[src/rtl/nway_cache_pkg.sv]
// Shared types and address-field width helpers for the N-way write-back cache.
package nway_cache_pkg;

    typedef enum logic [1:0] {
        LOOKUP,
        WRITEBACK,
        REFILL
    } cache_state_e;

    // Counters and way indices need at least one bit even when the count is 1.
    function automatic int unsigned min1_clog2(input int unsigned n);
        return (n <= 1) ? 1 : $clog2(n);
    endfunction

    function automatic int unsigned byte_off_bits(input int unsigned data_width);
        return $clog2(data_width / 8);
    endfunction

    function automatic int unsigned word_off_bits(input int unsigned words_per_line);
        return $clog2(words_per_line);
    endfunction

    function automatic int unsigned set_bits(input int unsigned num_sets);
        return $clog2(num_sets);
    endfunction

    function automatic int unsigned tag_bits(input int unsigned addr_width,
                                             input int unsigned data_width,
                                             input int unsigned words_per_line,
                                             input int unsigned num_sets);
        return addr_width - byte_off_bits(data_width) - word_off_bits(words_per_line)
               - set_bits(num_sets);
    endfunction

endpackage

[src/rtl/nway_cache_if.sv]
// CPU-side and memory-side signals of the cache; the cache uses the slave view.
interface nway_cache_if #(
    parameter int unsigned DATA_WIDTH = 32,
    parameter int unsigned ADDR_WIDTH = 32
);
    logic                  cpu_req;
    logic                  cpu_we;
    logic [ADDR_WIDTH-1:0] cpu_addr;
    logic [DATA_WIDTH-1:0] cpu_wdata;
    logic [DATA_WIDTH-1:0] cpu_rdata;
    logic                  cpu_ready;
    logic                  mem_req;
    logic                  mem_we;
    logic [ADDR_WIDTH-1:0] mem_addr;
    logic [DATA_WIDTH-1:0] mem_wdata;
    logic [DATA_WIDTH-1:0] mem_rdata;
    logic                  mem_ack;

    modport master (
        output cpu_req, cpu_we, cpu_addr, cpu_wdata, mem_rdata, mem_ack,
        input  cpu_rdata, cpu_ready, mem_req, mem_we, mem_addr, mem_wdata
    );

    modport slave (
        input  cpu_req, cpu_we, cpu_addr, cpu_wdata, mem_rdata, mem_ack,
        output cpu_rdata, cpu_ready, mem_req, mem_we, mem_addr, mem_wdata
    );
endinterface

[src/rtl/nway_cache_lru_tracker.sv]
// True-LRU age counters per set: victim selection and touch on hit.
module lru_tracker
    import nway_cache_pkg::*;
#(
    parameter int unsigned NUM_WAYS = 2,
    parameter int unsigned NUM_SETS = 8,
    localparam int unsigned WAY_BITS = min1_clog2(NUM_WAYS),
    localparam int unsigned SET_BITS = set_bits(NUM_SETS)
) (
    input  logic                clk,
    input  logic                rst_n,
    input  logic [SET_BITS-1:0] lookup_set,
    input  logic [NUM_WAYS-1:0] set_valid,
    output logic [WAY_BITS-1:0] victim_way,
    input  logic                touch_en,
    input  logic [SET_BITS-1:0] touch_set,
    input  logic [WAY_BITS-1:0] touch_way
);

    logic [WAY_BITS-1:0] age_q [NUM_SETS][NUM_WAYS];
    logic                found_invalid;

    // Ages stay a permutation of 0..NUM_WAYS-1; the oldest way holds NUM_WAYS-1.
    always_ff @(posedge clk or negedge rst_n) begin
        if (!rst_n) begin
            for (int s = 0; s < NUM_SETS; s++) begin
                for (int w = 0; w < NUM_WAYS; w++) begin
                    age_q[s][w] <= WAY_BITS'(w);
                end
            end
        end else if (touch_en) begin
            for (int w = 0; w < NUM_WAYS; w++) begin
                if (WAY_BITS'(w) == touch_way) begin
                    age_q[touch_set][w] <= '0;
                end else if (age_q[touch_set][w] < age_q[touch_set][touch_way]) begin
                    age_q[touch_set][w] <= age_q[touch_set][w] + 1'b1;
                end
            end
        end
    end

    always_comb begin
        victim_way    = '0;
        found_invalid = 1'b0;
        for (int w = 0; w < NUM_WAYS; w++) begin
            if (!found_invalid && !set_valid[w]) begin
                victim_way    = WAY_BITS'(w);
                found_invalid = 1'b1;
            end
        end
        if (!found_invalid) begin
            for (int w = 0; w < NUM_WAYS; w++) begin
                if (age_q[lookup_set][w] == WAY_BITS'(NUM_WAYS - 1)) begin
                    victim_way = WAY_BITS'(w);
                end
            end
        end
    end

endmodule

[src/rtl/nway_cache.sv]
// N-way set-associative write-back, write-allocate data cache with word-serial
// write-back/refill and true-LRU replacement.
module nway_cache
    import nway_cache_pkg::*;
#(
    parameter int unsigned DATA_WIDTH     = 32,
    parameter int unsigned ADDR_WIDTH     = 32,
    parameter int unsigned NUM_WAYS       = 2,
    parameter int unsigned NUM_SETS       = 8,
    parameter int unsigned WORDS_PER_LINE = 4
) (
    input logic        clk,
    input logic        rst_n,
    nway_cache_if.slave bus
);

    localparam int unsigned BYTE_BITS = byte_off_bits(DATA_WIDTH);
    localparam int unsigned WORD_BITS = word_off_bits(WORDS_PER_LINE);
    localparam int unsigned BEAT_BITS = min1_clog2(WORDS_PER_LINE);
    localparam int unsigned SET_BITS  = set_bits(NUM_SETS);
    localparam int unsigned TAG_BITS  = tag_bits(ADDR_WIDTH, DATA_WIDTH, WORDS_PER_LINE, NUM_SETS);
    localparam int unsigned WAY_BITS  = min1_clog2(NUM_WAYS);
    localparam int unsigned SET_LSB   = BYTE_BITS + WORD_BITS;
    localparam int unsigned TAG_LSB   = SET_LSB + SET_BITS;
    localparam logic [BEAT_BITS-1:0] WORD_MASK = BEAT_BITS'(WORDS_PER_LINE - 1);

    logic [DATA_WIDTH-1:0] data_q  [NUM_SETS][NUM_WAYS][WORDS_PER_LINE];
    logic [TAG_BITS-1:0]   tag_q   [NUM_SETS][NUM_WAYS];
    logic [NUM_WAYS-1:0]   valid_q [NUM_SETS];
    logic [NUM_WAYS-1:0]   dirty_q [NUM_SETS];

    cache_state_e        state_q, state_d;
    logic [WAY_BITS-1:0] victim_q, victim_d;
    logic [BEAT_BITS-1:0] beat_q, beat_d;
    logic [SET_BITS-1:0] miss_set_q, miss_set_d;
    logic [TAG_BITS-1:0] miss_tag_q, miss_tag_d;

    logic [SET_BITS-1:0]  req_set;
    logic [TAG_BITS-1:0]  req_tag;
    logic [BEAT_BITS-1:0] req_word;
    logic                 hit;
    logic [WAY_BITS-1:0]  hit_way;
    logic [WAY_BITS-1:0]  victim_way;
    logic                 touch_en, hit_write, wb_done, refill_we, refill_done;
    logic                 addr_unused;

    assign req_set     = bus.cpu_addr[SET_LSB +: SET_BITS];
    assign req_tag     = bus.cpu_addr[ADDR_WIDTH-1:TAG_LSB];
    assign req_word    = BEAT_BITS'(bus.cpu_addr >> BYTE_BITS) & WORD_MASK;
    assign addr_unused = ^(bus.cpu_addr & ADDR_WIDTH'((1 << BYTE_BITS) - 1));

    function automatic logic [ADDR_WIDTH-1:0] beat_addr(input logic [TAG_BITS-1:0]  tag,
                                                        input logic [SET_BITS-1:0]  set,
                                                        input logic [BEAT_BITS-1:0] beat);
        return (ADDR_WIDTH'(tag) << TAG_LSB) | (ADDR_WIDTH'(set) << SET_LSB)
               | (ADDR_WIDTH'(beat & WORD_MASK) << BYTE_BITS);
    endfunction

    always_comb begin
        hit     = 1'b0;
        hit_way = '0;
        for (int w = 0; w < NUM_WAYS; w++) begin
            if (valid_q[req_set][w] && tag_q[req_set][w] == req_tag) begin
                hit     = 1'b1;
                hit_way = WAY_BITS'(w);
            end
        end
    end

    lru_tracker #(
        .NUM_WAYS(NUM_WAYS),
        .NUM_SETS(NUM_SETS)
    ) u_lru (
        .clk       (clk),
        .rst_n     (rst_n),
        .lookup_set(req_set),
        .set_valid (valid_q[req_set]),
        .victim_way(victim_way),
        .touch_en  (touch_en),
        .touch_set (req_set),
        .touch_way (hit_way)
    );

    always_ff @(posedge clk or negedge rst_n) begin
        if (!rst_n) begin
            state_q    <= LOOKUP;
            victim_q   <= '0;
            beat_q     <= '0;
            miss_set_q <= '0;
            miss_tag_q <= '0;
        end else begin
            state_q    <= state_d;
            victim_q   <= victim_d;
            beat_q     <= beat_d;
            miss_set_q <= miss_set_d;
            miss_tag_q <= miss_tag_d;
        end
    end

    always_comb begin
        state_d       = state_q;
        victim_d      = victim_q;
        beat_d        = beat_q;
        miss_set_d    = miss_set_q;
        miss_tag_d    = miss_tag_q;
        bus.cpu_ready = 1'b0;
        bus.cpu_rdata = '0;
        bus.mem_req   = 1'b0;
        bus.mem_we    = 1'b0;
        bus.mem_addr  = '0;
        bus.mem_wdata = '0;
        touch_en      = 1'b0;
        hit_write     = 1'b0;
        wb_done       = 1'b0;
        refill_we     = 1'b0;
        refill_done   = 1'b0;
        unique case (state_q)
            LOOKUP: begin
                if (bus.cpu_req && hit) begin
                    bus.cpu_ready = 1'b1;
                    touch_en      = 1'b1;
                    if (bus.cpu_we) begin
                        hit_write = 1'b1;
                    end else begin
                        bus.cpu_rdata = data_q[req_set][hit_way][req_word];
                    end
                end else if (bus.cpu_req) begin
                    // Latch the miss so the fill completes even if the core drops its request.
                    victim_d   = victim_way;
                    beat_d     = '0;
                    miss_set_d = req_set;
                    miss_tag_d = req_tag;
                    state_d    = (valid_q[req_set][victim_way] && dirty_q[req_set][victim_way])
                                 ? WRITEBACK : REFILL;
                end
            end
            WRITEBACK: begin
                bus.mem_req   = 1'b1;
                bus.mem_we    = 1'b1;
                bus.mem_addr  = beat_addr(tag_q[miss_set_q][victim_q], miss_set_q, beat_q);
                bus.mem_wdata = data_q[miss_set_q][victim_q][beat_q];
                if (bus.mem_ack) begin
                    if (beat_q == WORD_MASK) begin
                        beat_d  = '0;
                        wb_done = 1'b1;
                        state_d = REFILL;
                    end else begin
                        beat_d = beat_q + 1'b1;
                    end
                end
            end
            REFILL: begin
                bus.mem_req  = 1'b1;
                bus.mem_addr = beat_addr(miss_tag_q, miss_set_q, beat_q);
                if (bus.mem_ack) begin
                    refill_we = 1'b1;
                    if (beat_q == WORD_MASK) begin
                        beat_d      = '0;
                        refill_done = 1'b1;
                        state_d     = LOOKUP;
                    end else begin
                        beat_d = beat_q + 1'b1;
                    end
                end
            end
            default: state_d = LOOKUP;
        endcase
    end

    always_ff @(posedge clk or negedge rst_n) begin
        if (!rst_n) begin
            for (int s = 0; s < NUM_SETS; s++) begin
                valid_q[s] <= '0;
                dirty_q[s] <= '0;
            end
        end else begin
            if (hit_write) dirty_q[req_set][hit_way] <= 1'b1;
            if (wb_done) dirty_q[miss_set_q][victim_q] <= 1'b0;
            if (refill_done) begin
                valid_q[miss_set_q][victim_q] <= 1'b1;
                dirty_q[miss_set_q][victim_q] <= 1'b0;
            end
        end
    end

    // Line payload needs no reset; valid bits guard it.
    always_ff @(posedge clk) begin
        if (hit_write) data_q[req_set][hit_way][req_word] <= bus.cpu_wdata;
        if (refill_we) data_q[miss_set_q][victim_q][beat_q] <= bus.mem_rdata;
        if (refill_done) tag_q[miss_set_q][victim_q] <= miss_tag_q;
    end

endmodule

[src/flat_wrapper.sv]
// flat-port wrapper written by rule: the top's interface ports become plain ports
module nway_cache_flat import nway_cache_pkg::*;
#(
    parameter int unsigned DATA_WIDTH     = 32,
    parameter int unsigned ADDR_WIDTH     = 32,
    parameter int unsigned NUM_WAYS       = 2,
    parameter int unsigned NUM_SETS       = 8,
    parameter int unsigned WORDS_PER_LINE = 4
)
  (clk, rst_n, bus_cpu_req, bus_cpu_we, bus_cpu_addr, bus_cpu_wdata, bus_mem_rdata, bus_mem_ack, bus_cpu_rdata, bus_cpu_ready, bus_mem_req, bus_mem_we, bus_mem_addr, bus_mem_wdata);
  nway_cache_if #(.DATA_WIDTH(DATA_WIDTH), .ADDR_WIDTH(ADDR_WIDTH)) bus_i ();
  input logic clk;
  input logic rst_n;
  input wire logic [$bits(bus_i.cpu_req)-1:0] bus_cpu_req;
  input wire logic [$bits(bus_i.cpu_we)-1:0] bus_cpu_we;
  input wire logic [$bits(bus_i.cpu_addr)-1:0] bus_cpu_addr;
  input wire logic [$bits(bus_i.cpu_wdata)-1:0] bus_cpu_wdata;
  input wire logic [$bits(bus_i.mem_rdata)-1:0] bus_mem_rdata;
  input wire logic [$bits(bus_i.mem_ack)-1:0] bus_mem_ack;
  output wire logic [$bits(bus_i.cpu_rdata)-1:0] bus_cpu_rdata;
  output wire logic [$bits(bus_i.cpu_ready)-1:0] bus_cpu_ready;
  output wire logic [$bits(bus_i.mem_req)-1:0] bus_mem_req;
  output wire logic [$bits(bus_i.mem_we)-1:0] bus_mem_we;
  output wire logic [$bits(bus_i.mem_addr)-1:0] bus_mem_addr;
  output wire logic [$bits(bus_i.mem_wdata)-1:0] bus_mem_wdata;
  assign bus_i.cpu_req = bus_cpu_req;
  assign bus_i.cpu_we = bus_cpu_we;
  assign bus_i.cpu_addr = bus_cpu_addr;
  assign bus_i.cpu_wdata = bus_cpu_wdata;
  assign bus_i.mem_rdata = bus_mem_rdata;
  assign bus_i.mem_ack = bus_mem_ack;
  assign bus_cpu_rdata = bus_i.cpu_rdata;
  assign bus_cpu_ready = bus_i.cpu_ready;
  assign bus_mem_req = bus_i.mem_req;
  assign bus_mem_we = bus_i.mem_we;
  assign bus_mem_addr = bus_i.mem_addr;
  assign bus_mem_wdata = bus_i.mem_wdata;
  nway_cache #(.DATA_WIDTH(DATA_WIDTH), .ADDR_WIDTH(ADDR_WIDTH), .NUM_WAYS(NUM_WAYS), .NUM_SETS(NUM_SETS), .WORDS_PER_LINE(WORDS_PER_LINE)) u_core (.clk(clk), .rst_n(rst_n), .bus(bus_i));
endmodule
[config.mk]
export PLATFORM = sky130hd
export DESIGN_NAME = nway_cache_flat
export DESIGN_NICKNAME = d
export VERILOG_FILES = /design/src/rtl/nway_cache_pkg.sv /design/src/rtl/nway_cache_if.sv /design/src/rtl/nway_cache_lru_tracker.sv /design/src/rtl/nway_cache.sv /design/src/flat_wrapper.sv
export SDC_FILE = /design/constraint.sdc
export NUM_CORES = 2
export LEC_CHECK = 0
export BUFFER_PORTS_ARGS = -buffer_cell sky130_fd_sc_hd__buf_2
export CAP_MARGIN = 30
export CORE_UTILIZATION = 25
export DETAILED_ROUTE_END_ITERATION = 12
export PLACE_DENSITY = 0.45
export SYNTH_ARGS = -nofsm -noshare
export SYNTH_HDL_FRONTEND = slang
export SYNTH_SLANG_ARGS = --single-unit
[constraint.sdc]
create_clock -name clk -period 10.71 [get_ports clk]
set_clock_uncertainty 0.15 [all_clocks]
set_input_delay 0.5355 -clock clk [delete_from_list [all_inputs] [get_ports clk]]
set_output_delay 0.5355 -clock clk [all_outputs]
set_load 0.03 [all_outputs]
==> impl_metrics.csv <==
group,metric,value,unit
yosys,synth_fa_ha_area_share,0.0776,%
cts,cts_sinks,2529,
place,hpwl,331000,um
place,portBuffers,195,
routing,drtIter0Drc,16714,
worst_setup_path,cp.required,10020,ps
sta,fin_tns_setup,0,ps
grt,grt_max_degree,75,
yosys,ys_types,80,
grt,antenna_found_initial,56,
floorplanning,fp-row-count,246,
routing,avgViaCountPerCell,6.15,
yosys,synth_xor_area_share,0.303,%
routing,wl_per_cell,39.6,um
yosys,synth_seq_cells,2529,
yosys,synth_top_family_by_area,"compound AO/OA/AOI/OAI gates",
yosys,synth-async-reset-ratio,3.20,%
worst_setup_path,reg2reg_slack,4770,ps
cts,clock-root-buffer,"clkbuf_16",
routing,ant_nets,0,
cts,cts_resized,0,
sta,rsz0062_at_grt,"no",
routing,vias,90140,
place,gp_congestion,0.892,
worst_setup_path,endpoint_kind,"primary output",
routing,route.detailed.drc,0,
finish,seq_area,75600,um^2
sta,finalMaxSlewViolations,0,
yosys,ys.flop_type,"edfxtp_1",
pwr,combPwrFrac,32.5,%
pwr,vdd_drop_max,0.209,mV
floorplanning,core_area,449000,um^2
grt,grt_use_total,24.4,%
grt,grt_pass1_vias,84970,
sta,fmax,0.129,GHz
finish,finalNetCount,8568,
pwr,clkPwrFrac,30.3,%
worst_setup_path,cp.arrival,7040,ps
sta,finalSetupViolCount,0,
finish,multi_input_area,35300,um^2
cts,cts.reportedPaths.clkPinSlew,60,ps
yosys,synth_warnings,0,
grt,grt-ovfl-total,0,
flow_run,maxCapViolations,0,
sta,hold_viol,0,
sta,tightestPinTransition,1180,ps
cts,clk_path_buf_depth,4,
routing,routed_wl,580000,um
floorplanning,dieArea,454000,um^2
pwr,p_leak,41.9,nW
sta,maxSlewHeadroom,21.2,%
yosys,synthSimpleGateAreaFrac,5.96,%
routing,drtPass1Iterations,9,
pwr,intPower,0.0204,W
cts,holdBufCountCts,34,
yosys,yosysSeqAreaShare,66.9,%
cts,clock_latency,920,ps
finish,syn_to_final_growth,18.2,%
floorplanning,initial_utilization,25.1,%
yosys,syn_area_per_cell,13.7,um^2
finish,drive_gt1_share,17.9,%
yosys,synth-edff-count,2448,
worst_setup_path,cp-start-kind,"input pin",
finish,final_cell_mix,"edfxtp_1, o22ai_1, a21oi_1",
yosys,netlist_instances,8223,
floorplanning,io-pin-count,200,
pwr,p_per_area,248,nW/um^2
floorplanning,die_h,674,um
yosys,synth_compound_area_share,16.3,%
yosys,syn-cell-area,113000,um^2
pwr,p_seq_share,37.2,%
sta,fin_crit,7730,ps
cts,post_cts_buffers,0,
pwr,p_switching,0.0127,W
place,place_area,124000,um^2
cts,cts_tree,"done",
worst_setup_path,critPathKind,"input pin to primary output",
cts,htreeDepth,5,
worst_hold_path,hp-class,"input pin to register",
floorplanning,die_w,674,um
worst_setup_path,cp_max_fo,45,
sta,finalCritPeriodShare,72.2,%
run_status,status,"complete, no violations",
finish,fin_area,133000,um^2
finish,n_fill_cell,44579,
pwr,switching_share,38.4,%
grt,grt_pass1_wl,767000,um
finish,mostFrequentLayoutCell,"edfxtp_1",
cts,cts-buffers-inserted,287,
yosys,muxShareOfSynthArea,7.78,%
layer usage:
layer	routed length [um]	up-vias	GRT usage, %	part of all wire (%)
li1	-	34258	-	-
met1	224000	46454	32.7	39
met2	248000	7825	36.4	43
met3	75400	1569	6.61	13
met4	32800	34	12.0	5.6
met5	230	-	0	0.040
flip-flops by register name (all words and copies together), names as in the netlist, 3 cells and up:
| signal | flops |
|---|---|
| u_core.miss_set_q | 3 |
| u_core.u_lru.age_q | 16 |
| u_core.data_q | 2048 |
| u_core.dirty_q | 16 |
| u_core.valid_q | 16 |
| u_core.miss_tag_q | 25 |
| u_core.tag_q | 400 |
Yosys cell counts (11+ instances only):
library cell  instances  share of area, %
a31oi_1              54              0.30
mux2i_1             383               3.4
o211ai_1             37              0.25
clkbuf_1            437               1.5
o21ai_0             288               1.3
and2_1               24              0.13
xnor2_1              13              0.10
edfxtp_1           2448                65
a221o_1              15              0.13
a21oi_1             480               2.1
nand4_1              70              0.39
nand3_1             163              0.72
o22a_1               59              0.46
inv_1                21             0.070
o221ai_1            100              0.78
a211oi_1             63              0.42
o41ai_1              11             0.085
or2_2                19              0.11
a22oi_1             398               2.6
nor2b_1              38              0.21
a22o_1               69              0.54
o22ai_1             821               4.6
xor2_1               26              0.20
nand2_1             471               1.6
buf_2                95              0.42
dfrtp_1              73               1.6
buf_1               165              0.55
mux2_2              214               2.1
nor2_1              381               1.3
nor3_1               61              0.27
buf_4                15              0.10
nor4_1              141              0.78
a32oi_1              15              0.12
or4_1                19              0.13
a221oi_1            211               1.6
and3_1               20              0.11
a311oi_1             46              0.36
nand2b_1             12             0.067
mux4_2              109               2.2
layout make-up:
cell class / instances / area share, %
diodes: 29 / 0.0544
flip-flops and latches: 2529 / 56.7
clock buffers: 370 / 5.79
inverters: 24 / 0.0750
repair buffers: 663 / 4.25
clock inverters: 142 / 1.12
multi-input cells: 4955 / 26.5
well taps: 5952 / 5.58
through the flow:
step	utilization (%)	total power, W	std cells	setup slack, ps	hold slack, ps
global route	29.7	0.0337	14647	3010	79.5
detailed placement	27.5	0.0228	14080	3130	299
global placement	27.4	0.0228	14033	3070	297
floorplan	-	0.0176	8224	5660	89.9
finish	29.7	0.0331	14664	2980	8.44
CTS	29.7	0.0327	14626	3130	13.5
power by group through the flow:
stage                     sequential, W  clock, W  combinational (W)
after CTS                        0.0123    0.0101             0.0104
after floorplan                  0.0122         0            0.00537
after global placement           0.0125         0             0.0103
final                            0.0123    0.0100             0.0108
after global routing             0.0123    0.0104             0.0109
after detailed placement         0.0125         0             0.0103
worst max-delay path: stages:
cell,delay [ps]
buf_6,450
buf_4,540
and2_1,200
buf_4,540
a22oi_1,230
a21oi_1,310
o211ai_1,360
nor4_4,590
or4b_4,670
buf_4,390
o311ai_0,300
a31oi_1,410
a2111oi_2,910
buf_4,260
buf_2,200
kinds of logic (layout without fill, tap and decap cells):
family                     after synthesis  after routing
AOI/OAI and AO/OA                     2749           2749
DFF                                   2529           2529
and+or+nand+nor                       1445           1445
buffers and inverters                  740           1199
muxes                                  713            713
xor gates and xnor gates                39             39
adders and majority gates                7              7
other                                    1             31
final timing paths:
path / startpoint / to / cells past startpoint
min: bus_mem_rdata[24] / u_core.data_q[0][24]$_DFFE_PP_ / 2
max reg2reg: u_core.tag_q[6][21]$_DFFE_PP_ / u_core.data_q[4][46]$_DFFE_PP_ / 12
min in group asynchronous: rst_n / u_core.miss_tag_q[14]$_DFFE_PN0P_ / 4
min reg2reg: u_core.valid_q[5]$_DFFE_PN0P_ / u_core.valid_q[5]$_DFFE_PN0P_ / 1
max in group asynchronous: rst_n / u_core.victim_q$_DFFE_PN0P_ / 4
max: bus_cpu_addr[4] / bus_cpu_rdata[10] / 15
No activity file was read; power rests on OpenSTA's default activity.
